$ cat config.mk
export PLATFORM = sky130hd
export DESIGN_NAME = toggle_req_gen
export DESIGN_NICKNAME = d
export VERILOG_FILES = /design/src/rtl/toggle_req_gen.sv
export SDC_FILE = /design/constraint.sdc
export NUM_CORES = 1
export LEC_CHECK = 0
export ABC_AREA = 1
export CAP_MARGIN = 30
export CORE_MARGIN = 1.5
export CORE_UTILIZATION = 50
export DETAILED_ROUTE_END_ITERATION = 16
export PLACE_DENSITY = 0.76
export SYNTH_ARGS = -nofsm -noshare
export SYNTH_HDL_FRONTEND = slang
export SYNTH_SLANG_ARGS = --single-unit
$ cat constraint.sdc
create_clock -name CLK -period 1.4 [get_ports CLK]
set_clock_uncertainty 0.2 [all_clocks]
set_input_delay 0.28 -clock CLK [delete_from_list [all_inputs] [get_ports CLK]]
set_output_delay 0.28 -clock CLK [all_outputs]
set_load 0.01 [all_outputs]
$ cat src/rtl/toggle_req_gen.sv
`default_nettype none
// ============================================================================
// Module   : toggle_req_gen
// Purpose  : Debounces a raw pushbutton and issues a one-cycle T-flop toggle
//            request per accepted press, with a wrapping press counter.
// Revision : 1.0 - initial release
// ============================================================================
module toggle_req_gen #(
  parameter int STABLE_CYCLES = 4,
  parameter int CNT_W         = 4
) (
  input  logic       CLK,
  input  logic       RESET,
  input  logic       BTN,
  input  logic       EN,
  output logic       T,
  output logic       STABLE,
  output logic [7:0] PRESS_CNT
);

  typedef enum logic [1:0] {
    IDLE      = 2'd0,
    WAIT_HIGH = 2'd1,
    PRESSED   = 2'd2,
    WAIT_LOW  = 2'd3
  } state_t;

  localparam logic [CNT_W-1:0] c_cnt_zero = '0;
  localparam logic [CNT_W-1:0] c_cnt_one  = {{(CNT_W-1){1'b0}}, 1'b1};
  localparam logic [CNT_W-1:0] c_cnt_last = CNT_W'(STABLE_CYCLES - 1);

  logic             r_sync1;
  logic             r_sync2;
  state_t           r_state;
  logic [CNT_W-1:0] r_cnt;
  logic             r_t;
  logic             r_stable;
  logic [7:0]       r_press_cnt;

  always_ff @(posedge CLK or posedge RESET) begin
    if (RESET) begin
      r_sync1 <= 1'b0;
      r_sync2 <= 1'b0;
    end else begin
      r_sync1 <= BTN;
      r_sync2 <= r_sync1;
    end
  end

  // r_cnt counts consecutive synchronized samples that disagree with STABLE.
  always_ff @(posedge CLK or posedge RESET) begin
    if (RESET) begin
      r_state     <= IDLE;
      r_cnt       <= c_cnt_zero;
      r_t         <= 1'b0;
      r_stable    <= 1'b0;
      r_press_cnt <= 8'd0;
    end else begin
      r_t <= 1'b0;
      case (r_state)
        IDLE: begin
          if (r_sync2) begin
            r_state <= WAIT_HIGH;
            r_cnt   <= c_cnt_one;
          end else begin
            r_cnt   <= c_cnt_zero;
          end
        end
        WAIT_HIGH: begin
          if (!r_sync2) begin
            r_state <= IDLE;
            r_cnt   <= c_cnt_zero;
          end else if (r_cnt == c_cnt_last) begin
            r_state  <= PRESSED;
            r_cnt    <= c_cnt_zero;
            r_stable <= 1'b1;
            // A press committed while disabled is dropped, never deferred.
            if (EN) begin
              r_t         <= 1'b1;
              r_press_cnt <= r_press_cnt + 8'd1;
            end
          end else begin
            r_cnt <= r_cnt + c_cnt_one;
          end
        end
        PRESSED: begin
          if (!r_sync2) begin
            r_state <= WAIT_LOW;
            r_cnt   <= c_cnt_one;
          end else begin
            r_cnt   <= c_cnt_zero;
          end
        end
        WAIT_LOW: begin
          if (r_sync2) begin
            r_state <= PRESSED;
            r_cnt   <= c_cnt_zero;
          end else if (r_cnt == c_cnt_last) begin
            r_state  <= IDLE;
            r_cnt    <= c_cnt_zero;
            r_stable <= 1'b0;
          end else begin
            r_cnt <= r_cnt + c_cnt_one;
          end
        end
        default: begin
          r_state <= IDLE;
          r_cnt   <= c_cnt_zero;
        end
      endcase
    end
  end

  assign T         = r_t;
  assign STABLE    = r_stable;
  assign PRESS_CNT = r_press_cnt;

endmodule
`default_nettype wire

== After elaboration in Yosys (flattened, before gate mapping) ==
Cells that the tools add are included.

* Add/sub/neg operators: 2
* $mul: 0
* Divide/modulo/power cells: 0
* Magnitude comparators: 0
* Eq/ne operators: 12
* Shift-type cells: 0
* Muxes and demuxes: 22
* Bitwise operators: 0
* Reduce and logical (&&, ||, !) cells: 5

{| class="wikitable"
|+ Operator list
! operator !! number
|-
| 4-bit one-hot mux with 4 select lines || 1
|-
| 2-bit 2-to-1 mux || 6
|-
| 4-bit 2-to-1 mux || 3
|-
| 2-bit != test, second input constant || 6
|-
| 1-bit 2-to-1 mux || 10
|-
| 8-bit by 1-bit adder with 8-bit output, second input constant || 1
|-
| 2-bit one-hot mux with 4 select lines || 1
|-
| 4-bit AND reduction || 2
|-
| 3-bit != test, second input constant || 2
|-
| 5-bit AND reduction || 1
|-
| 4-bit by 1-bit adder with 4-bit output, second input constant || 1
|-
| 2-bit == test, second input constant || 2
|-
| 4-bit by 2-bit == test with 1-bit output, second input constant || 1
|-
| 2-bit by 1-bit == test with 1-bit output, second input constant || 1
|-
| 2-bit logical NOT || 1
|-
| 1-bit one-hot mux with 2 select lines || 1
|-
| 2-bit nonzero test || 1
|}

* Register bits: 18
* Bits in latches: 0
* RAM bits: 0
* Memory bits (read-only): 0
* Bits of input ports: 4
* Output and inout port bits: 10
* Word-level logic and storage cells: 48
* Memories: 0

== Logic depth before layout (Yosys ltp) ==
* Depth after elaboration: 4
* Mapped depth: 7
* Mapped depth without buffers: 7

== Least setup slack after synthesis ==
No wires, ideal clock.

* Path type: register to register
* From: reg r_cnt[0]
* To: reg r_press_cnt[0] (netlist: PRESS_CNT[0])
* Setup time: 0.079 ns
* Arrival: 1.019 ns
* Required time: 1.121 ns
* Path slack: 0.102 ns
* Stages on the path, launching flop included: 6
* Path buffers: 0
* Clock period less this slack: 1.298 ns
* Cells stage by stage: dfrtp_1 ha_1 nand2_2 inv_1 nand2_2 xor2_1

* Cells in the longest elaborated chain, start to end: 2

{| class="wikitable"
|+ Ends and longest elaborated chain
! element !! RTL line !! text
|-
| from (decl) || 35 || <nowiki>logic [CNT_W-1:0] r_cnt;</nowiki>
|-
| from (signal assigned) || 54 || <nowiki>r_cnt <= c_cnt_zero;</nowiki>
|-
| from (signal assigned) || 64 || <nowiki>r_cnt <= c_cnt_one;</nowiki>
|-
| from (signal assigned) || 66 || <nowiki>r_cnt <= c_cnt_zero;</nowiki>
|-
| 4-bit by 2-bit == test with 1-bit output || 73 || <nowiki>end else if (r_cnt == c_cnt_last) begin</nowiki>
|-
| 4-bit AND reduction (no line) || -- ||
|-
| to (signal assigned) || 80 || <nowiki>r_press_cnt <= r_press_cnt + 8'd1;</nowiki>
|-
| to (decl) || 38 || <nowiki>logic [7:0] r_press_cnt;</nowiki>
|}

No other way between the ends.
A chain may end at the register's enable or synchronous reset.

== Worst setup path after layout ==
* From: reg r_cnt[3]
* To: reg r_press_cnt[5] (netlist: PRESS_CNT[5])

The elaborated chain is that of the path after synthesis.

==> flow_summary.json <==
{
  "status": "complete, no violations",
  "slowest_stage": "dfrtp_1",
  "postSynthCellCount": 95,
  "n_antenna_cell": 0,
  "gp_congestion": 0.830,
  "antenna_left": 0,
  "cts_made_buffers": 3,
  "path_class": "reg -> reg",
  "grt_max_degree": 19,
  "drt_pass1_iterations": 4,
  "die-width_um": 43.7,
  "slew-limit-headroom_pct": 79.3,
  "intPower_mw": 0.967,
  "route.detailed.drc": 0,
  "ys_seq_area_share_pct": 54.3,
  "viasPerCell": 5.06,
  "clock_latency_ns": 0.28,
  "io_buffers": 13,
  "maxCapViolCount": 0,
  "ir_drop_v": 0.00106,
  "avgSynthCellArea_um2": 8.73,
  "final_nets": 132,
  "cts-root-buf": "clkbuf_4",
  "switchingPower_mw": 0.477,
  "grt_use_total_pct": 18.2,
  "cts_tree": "yes",
  "nFillCells": 120,
  "seq_area_um2": 450,
  "pwr-share-seq_pct": 48.0,
  "combPwrFrac_pct": 35.5,
  "place_hpwl_um": 1140,
  "synth_top_cell_by_area": "dfrtp_1",
  "clockBufferDepth": 2,
  "synth_edf_count": 0,
  "dieArea_um2": 1910,
  "htreeDepth": 1,
  "ctsHoldBuffers": 0,
  "netlist_top_cells_area": "dfrtp_1 54%, nand2_1 15%, nor2_1 4.1%",
  "wirelength_um": 1580,
  "synth.distinct_cells": 16,
  "cts.sinks": 18,
  "drv_slew": 0,
  "core_area_um2": 1520,
  "critPathLaunchType": "register",
  "dr_total_vias": 709,
  "pin_count": 14,
  "path_clk_slew_ns": 0.09,
  "path_max_fanout": 8,
  "core.rowCount": 14,
  "layout_min_cycle_time_ns": 1.37,
  "synthesis.nets": 101,
  "multiInputGateArea_um2": 390,
  "total_power_mw": 1.44,
  "drt_iter0_markers": 11,
  "max_stage_delay_ns": 0.40,
  "power.leakage_nw": 0.561,
  "synthFlopType": "dfrtp_1",
  "grt_pass1_vias": 624,
  "clkPwrFrac_pct": 16.6,
  "min_path_type": "in -> async",
  "power.density_nw_per_um2": 1320,
  "end_kind": "register",
  "routedWlPerCell_um": 11.3,
  "finalCritPeriodShare_pct": 97.6,
  "critPathBufInv": 0,
  "async_flop_share_pct": 100,
  "fmax_ghz": 0.732,
  "drive_gt1_share_pct": 29.0,
  "crit_arrival_ns": 1.35,
  "grt_pass1_wl_um": 2510,
  "grt-ovfl-total": 0,
  "netlist.area_leader.share_pct": 54.3,
  "crit_family": "simple AND/OR/NAND/NOR gates",
  "tightest_slew_ns": 0.310,
  "synth-seq-cells": 18,
  "yosys_warnings": 0,
  "required_ns": 1.38,
  "holdWs_ns": 0.102,
  "setup_viol": 0,
  "p_sw_share_pct": 33.0,
  "synth_common_cells": "33 x nand2_1, 18 x dfrtp_1, 9 x nor2_1",
  "syn2layout_area_growth_pct": 32.1,
  "antenna_found_initial": 0,
  "path_cells": "nor2_1, nand2_4, nor2_4, nand2_1, nand2_1, nand2_1",
  "yosysMostFrequentCell": "nand2_1",
  "die_h_um": 43.7,
  "path_common_cell": "nand2_1",
  "synth_area_um2": 830,
  "finalHoldViolCount": 0,
  "utilization_pct": 71.9,
  "initial_core_util_pct": 54.4
}
[layout by cell type, fill, tap and decap left out, types with 6 or more instances in the layout]
cell,count
nand2_1,33
dfrtp_1,18
buf_4,13
inv_1,6
nor2_1,6
nand3_1,6
clkbuf_2,6
[power groups by stage]
stage | Clock, mW | Sequential, mW | Combinational, mW
2_1_floorplan | 0 | 0.723 | 0.215
3_3_place_gp | 0 | 0.694 | 0.440
3_5_place_dp | 0 | 0.705 | 0.453
4_1_cts | 0.247 | 0.694 | 0.465
5_1_grt | 0.274 | 0.702 | 0.576
6_report | 0.240 | 0.693 | 0.512
[cell families (layout without fill, tap and decap cells)]
group	Yosys count	in the layout	share of synthesized area, %
compound gates	6	6	3.92
xor+xnor	6	6	6.34
fa+ha+maj	2	2	3.02
simple gates	55	55	28.8
flops	18	18	54.3
buf+inv	8	37	3.62
[routing by layer]
layer | vias up | GRT usage, % | routed length, um
met5 | - | 0 | 0
met4 | 0 | 9.09 | 36
met3 | 4 | 2.50 | 40
met2 | 15 | 32.1 | 803
met1 | 331 | 21.4 | 699
li1 | 359 | - | -
[flip-flops by register name, indices dropped and copies added (netlist names), named ones only]
| register | cells |
|---|---|
| T | 1 |
| PRESS_CNT | 8 |
| STABLE | 1 |
| r_sync1 | 1 |
| r_sync2 | 1 |
| r_state | 1 |
| r_cnt | 4 |
[final timing paths]
kind | start | endpoint | slack (ns) | depth (start not counted)
min in group CLK | r_sync1 | r_sync2 | 0.17 | 0
max | r_cnt[3] | PRESS_CNT[5] | 0.03 | 6
max reg2reg | r_cnt[3] | PRESS_CNT[5] | 0.03 | 6
min | RESET | PRESS_CNT[4] | 0.10 | 3
min reg2reg | r_sync1 | r_sync2 | 0.17 | 0
max in group asynchronous | RESET | PRESS_CNT[7] | 0.71 | 3
[tightest hold or removal path: stages]
cell and delay (ns):
clkdlybuf4s50_1 0.40, inv_1 0.05, buf_4 0.23
[what timing repair did]
item	4_1_cts	5_1_grt
setup buffers	1	1
endpoints found under the setup margin	11	16
gates resized for setup	26	18
pin swaps	0	1
[through the flow]
stage,instances,TNS [ns],setup WS (ns),cell area (um^2)
floorplan,95,0,0.102,830
global placement,135,-1.19,-0.178,1060
detailed placement,135,-1.32,-0.207,1060
CTS,139,0,0.00205,1090
global route,140,-0.0661,-0.0314,1100
finish,140,0,0.0330,1100
[area by class of cell]
type	instances	share of cell area (%)
Multi-Input combinational cell	69	35.6
Sequential cell	18	41.1
Tap cell	16	1.83
Timing Repair Buffer	26	16.7
Clock buffer	3	2.05
Inverter	8	2.74
No activity file was read; power rests on OpenSTA's default activity.
==> edit: new RTL, config.mk and constraints unchanged <==
Register the output `PRESS_CNT` once more; this adds one clock of latency there. The other outputs are not delayed to match.
--- a/src/rtl/toggle_req_gen.sv
+++ b/src/rtl/toggle_req_gen.sv
@@ -113,7 +113,9 @@
 
   assign T         = r_t;
   assign STABLE    = r_stable;
-  assign PRESS_CNT = r_press_cnt;
+  always_ff @(posedge CLK) begin
+    PRESS_CNT <= r_press_cnt;
+  end
 
 endmodule
 `default_nettype wire
Formal check against the unedited RTL: not equivalent (a bounded check fails within 10 cycles, from zero or initial values and one cycle with RESET high).
==> edit against the original RTL <==
- the flow now finishes with violations (negative setup slack)
- non-clock buffer count is 4 lower
- power is 27% higher
- synthesized cell count is 15% higher
- routed wire length is 29% higher
- sequential cell count is 8 higher
- critical path depth is 1 higher
- die area is 24% higher
- sequential share of layout area is 5.2 points higher
- setup slack worse by 0.077 ns
- first-iteration DRC count is 100% higher
- area after synthesis is 26% higher
- core utilization is 4.6 points lower
- design area is 20% higher
- critical path type unchanged
- critical endpoint is now STABLE$_DFFE_PP0P_
- largest cell class unchanged
- largest power group unchanged
==> edit: results (changes against the original RTL) <==
* Failing checks: negative setup slack
* Power share of the clock group at 20.2% (+3.6 points)
* Sequential share of the synthesized area at 58.3% (+4.0 points)
* Sequential power at 930 uW (+34%)
* P_leak at 0.000675 uW (+20%)
* Sw Ratio at 32.0% (-1.0 points)
* Worst setup path startpoint: r_cnt[1]$_DFF_PP0_
* M1 WL at 855 um (+22%)
* Fill cell count at 162 (+35%)
* Via Count at 831 (+17%)
* Number of setup buffers added after CTS at 2 (+1)
* Met2 routed WL at 1050 um (+31%)
* M2 GR Usage at 33.8% (+1.7 points)
* Dpl hpwl at 1350 um (+18%)
* Nets at 144 (+9.1%)
* Routed WL at 2030 um (+29%)
* First-pass GRT wire length at 3610 um (+44%)
* Clock-net power at 371 uW (+55%)
* WHS at 0.0582 ns (-0.0436 ns)
* FFs w/ async S/R, synth at 69.2% (-31 points)
* Worst Max-Slew Pin Slew at 0.324 ns (+0.0147 ns)
* Dominant cells by area after synthesis: dfrtp_1 (43%), dfxtp_1 (15%), nand2_1 (13%)
* Post-CTS Resized at 16 (-38%)
* Finish-stage setup viols at 9 (+9)
* Vias/cell at 5.07 (about the same)
* Routability cong. at 0.828 (-0.20%)
* PwrDens at 1390 nW/um2 (+5.3%)
* Worst Path Arrival at 1.47 ns (+0.12 ns)
* Outcome: finished with violations
* Post-synth cell types at 17 (+1)
* Met3 WL post-DR at 76 um (+90%)
* Worst r2r dst: STABLE$_DFFE_PP0P_
* Place WS at -0.0649 ns (+0.142 ns)
* Synth cell count leaders: nand2_1 (37), dfrtp_1 (18), dfxtp_1 (8), nand3_1 (8), o21ai_1 (8)
* Share of cells above drive strength 1 at 24.8% (-4.2 points)
* Peak supply drop at 0.000987 V (-7.1%)
* Grt met3 use at 3.40% (+0.90 points)
* Net count after synthesis at 115 (+14%)
* Setup TNS at -0.350 ns (-0.350 ns)
* Total GRT Usage at 20.2% (+2.1 points)
* Initial DRC Count at 22 (+11)
* Worst skew pair latency at 0.31 ns (+0.03 ns)
* Worst setup margin at -0.0439 ns (-0.0770 ns)
* CP max FO at 4 (-4)
* Met1 usage at 23.8% (+2.4 points)
==> edit: cell count changes after synthesis, sizes merged <==
cell,delta
dfxtp,+8
nand2,+4
nand3,+2
nand3b,-1
nand4,-1
nor2,-1
o21ai,+3
xnor2,-1
xor2,+1
==> edit: cell type report <==
type | count | share of cell area, %
sequential | 26 | 46.3
clock buffer | 4 | 2.75
timing repair buffer | 22 | 12.7
multi-input combinational | 77 | 33.5
tap | 27 | 2.56
inverter | 8 | 2.27
==> edit: worst max-delay path, cell delays in order (launching register included) <==
cell and delay [ns]:
dfrtp_1 0.38, ha_2 0.19, nand2_2 0.06, nor2_4 0.17, buf_4 0.14, nand3_1 0.07
nand2_1 0.09, nand2_1 0.05
==> edit: cells by family after synthesis <==
group / Yosys count / synth area share [%]
AND/OR/NAND/NOR: 58 / 26.9
flip-flops: 26 / 58.3
AO/OA/AOI/OAI: 9 / 4.54
buffers and inverters: 8 / 2.87
XOR/XNOR: 6 / 5.02
adder cells (fa/ha/maj): 2 / 2.39
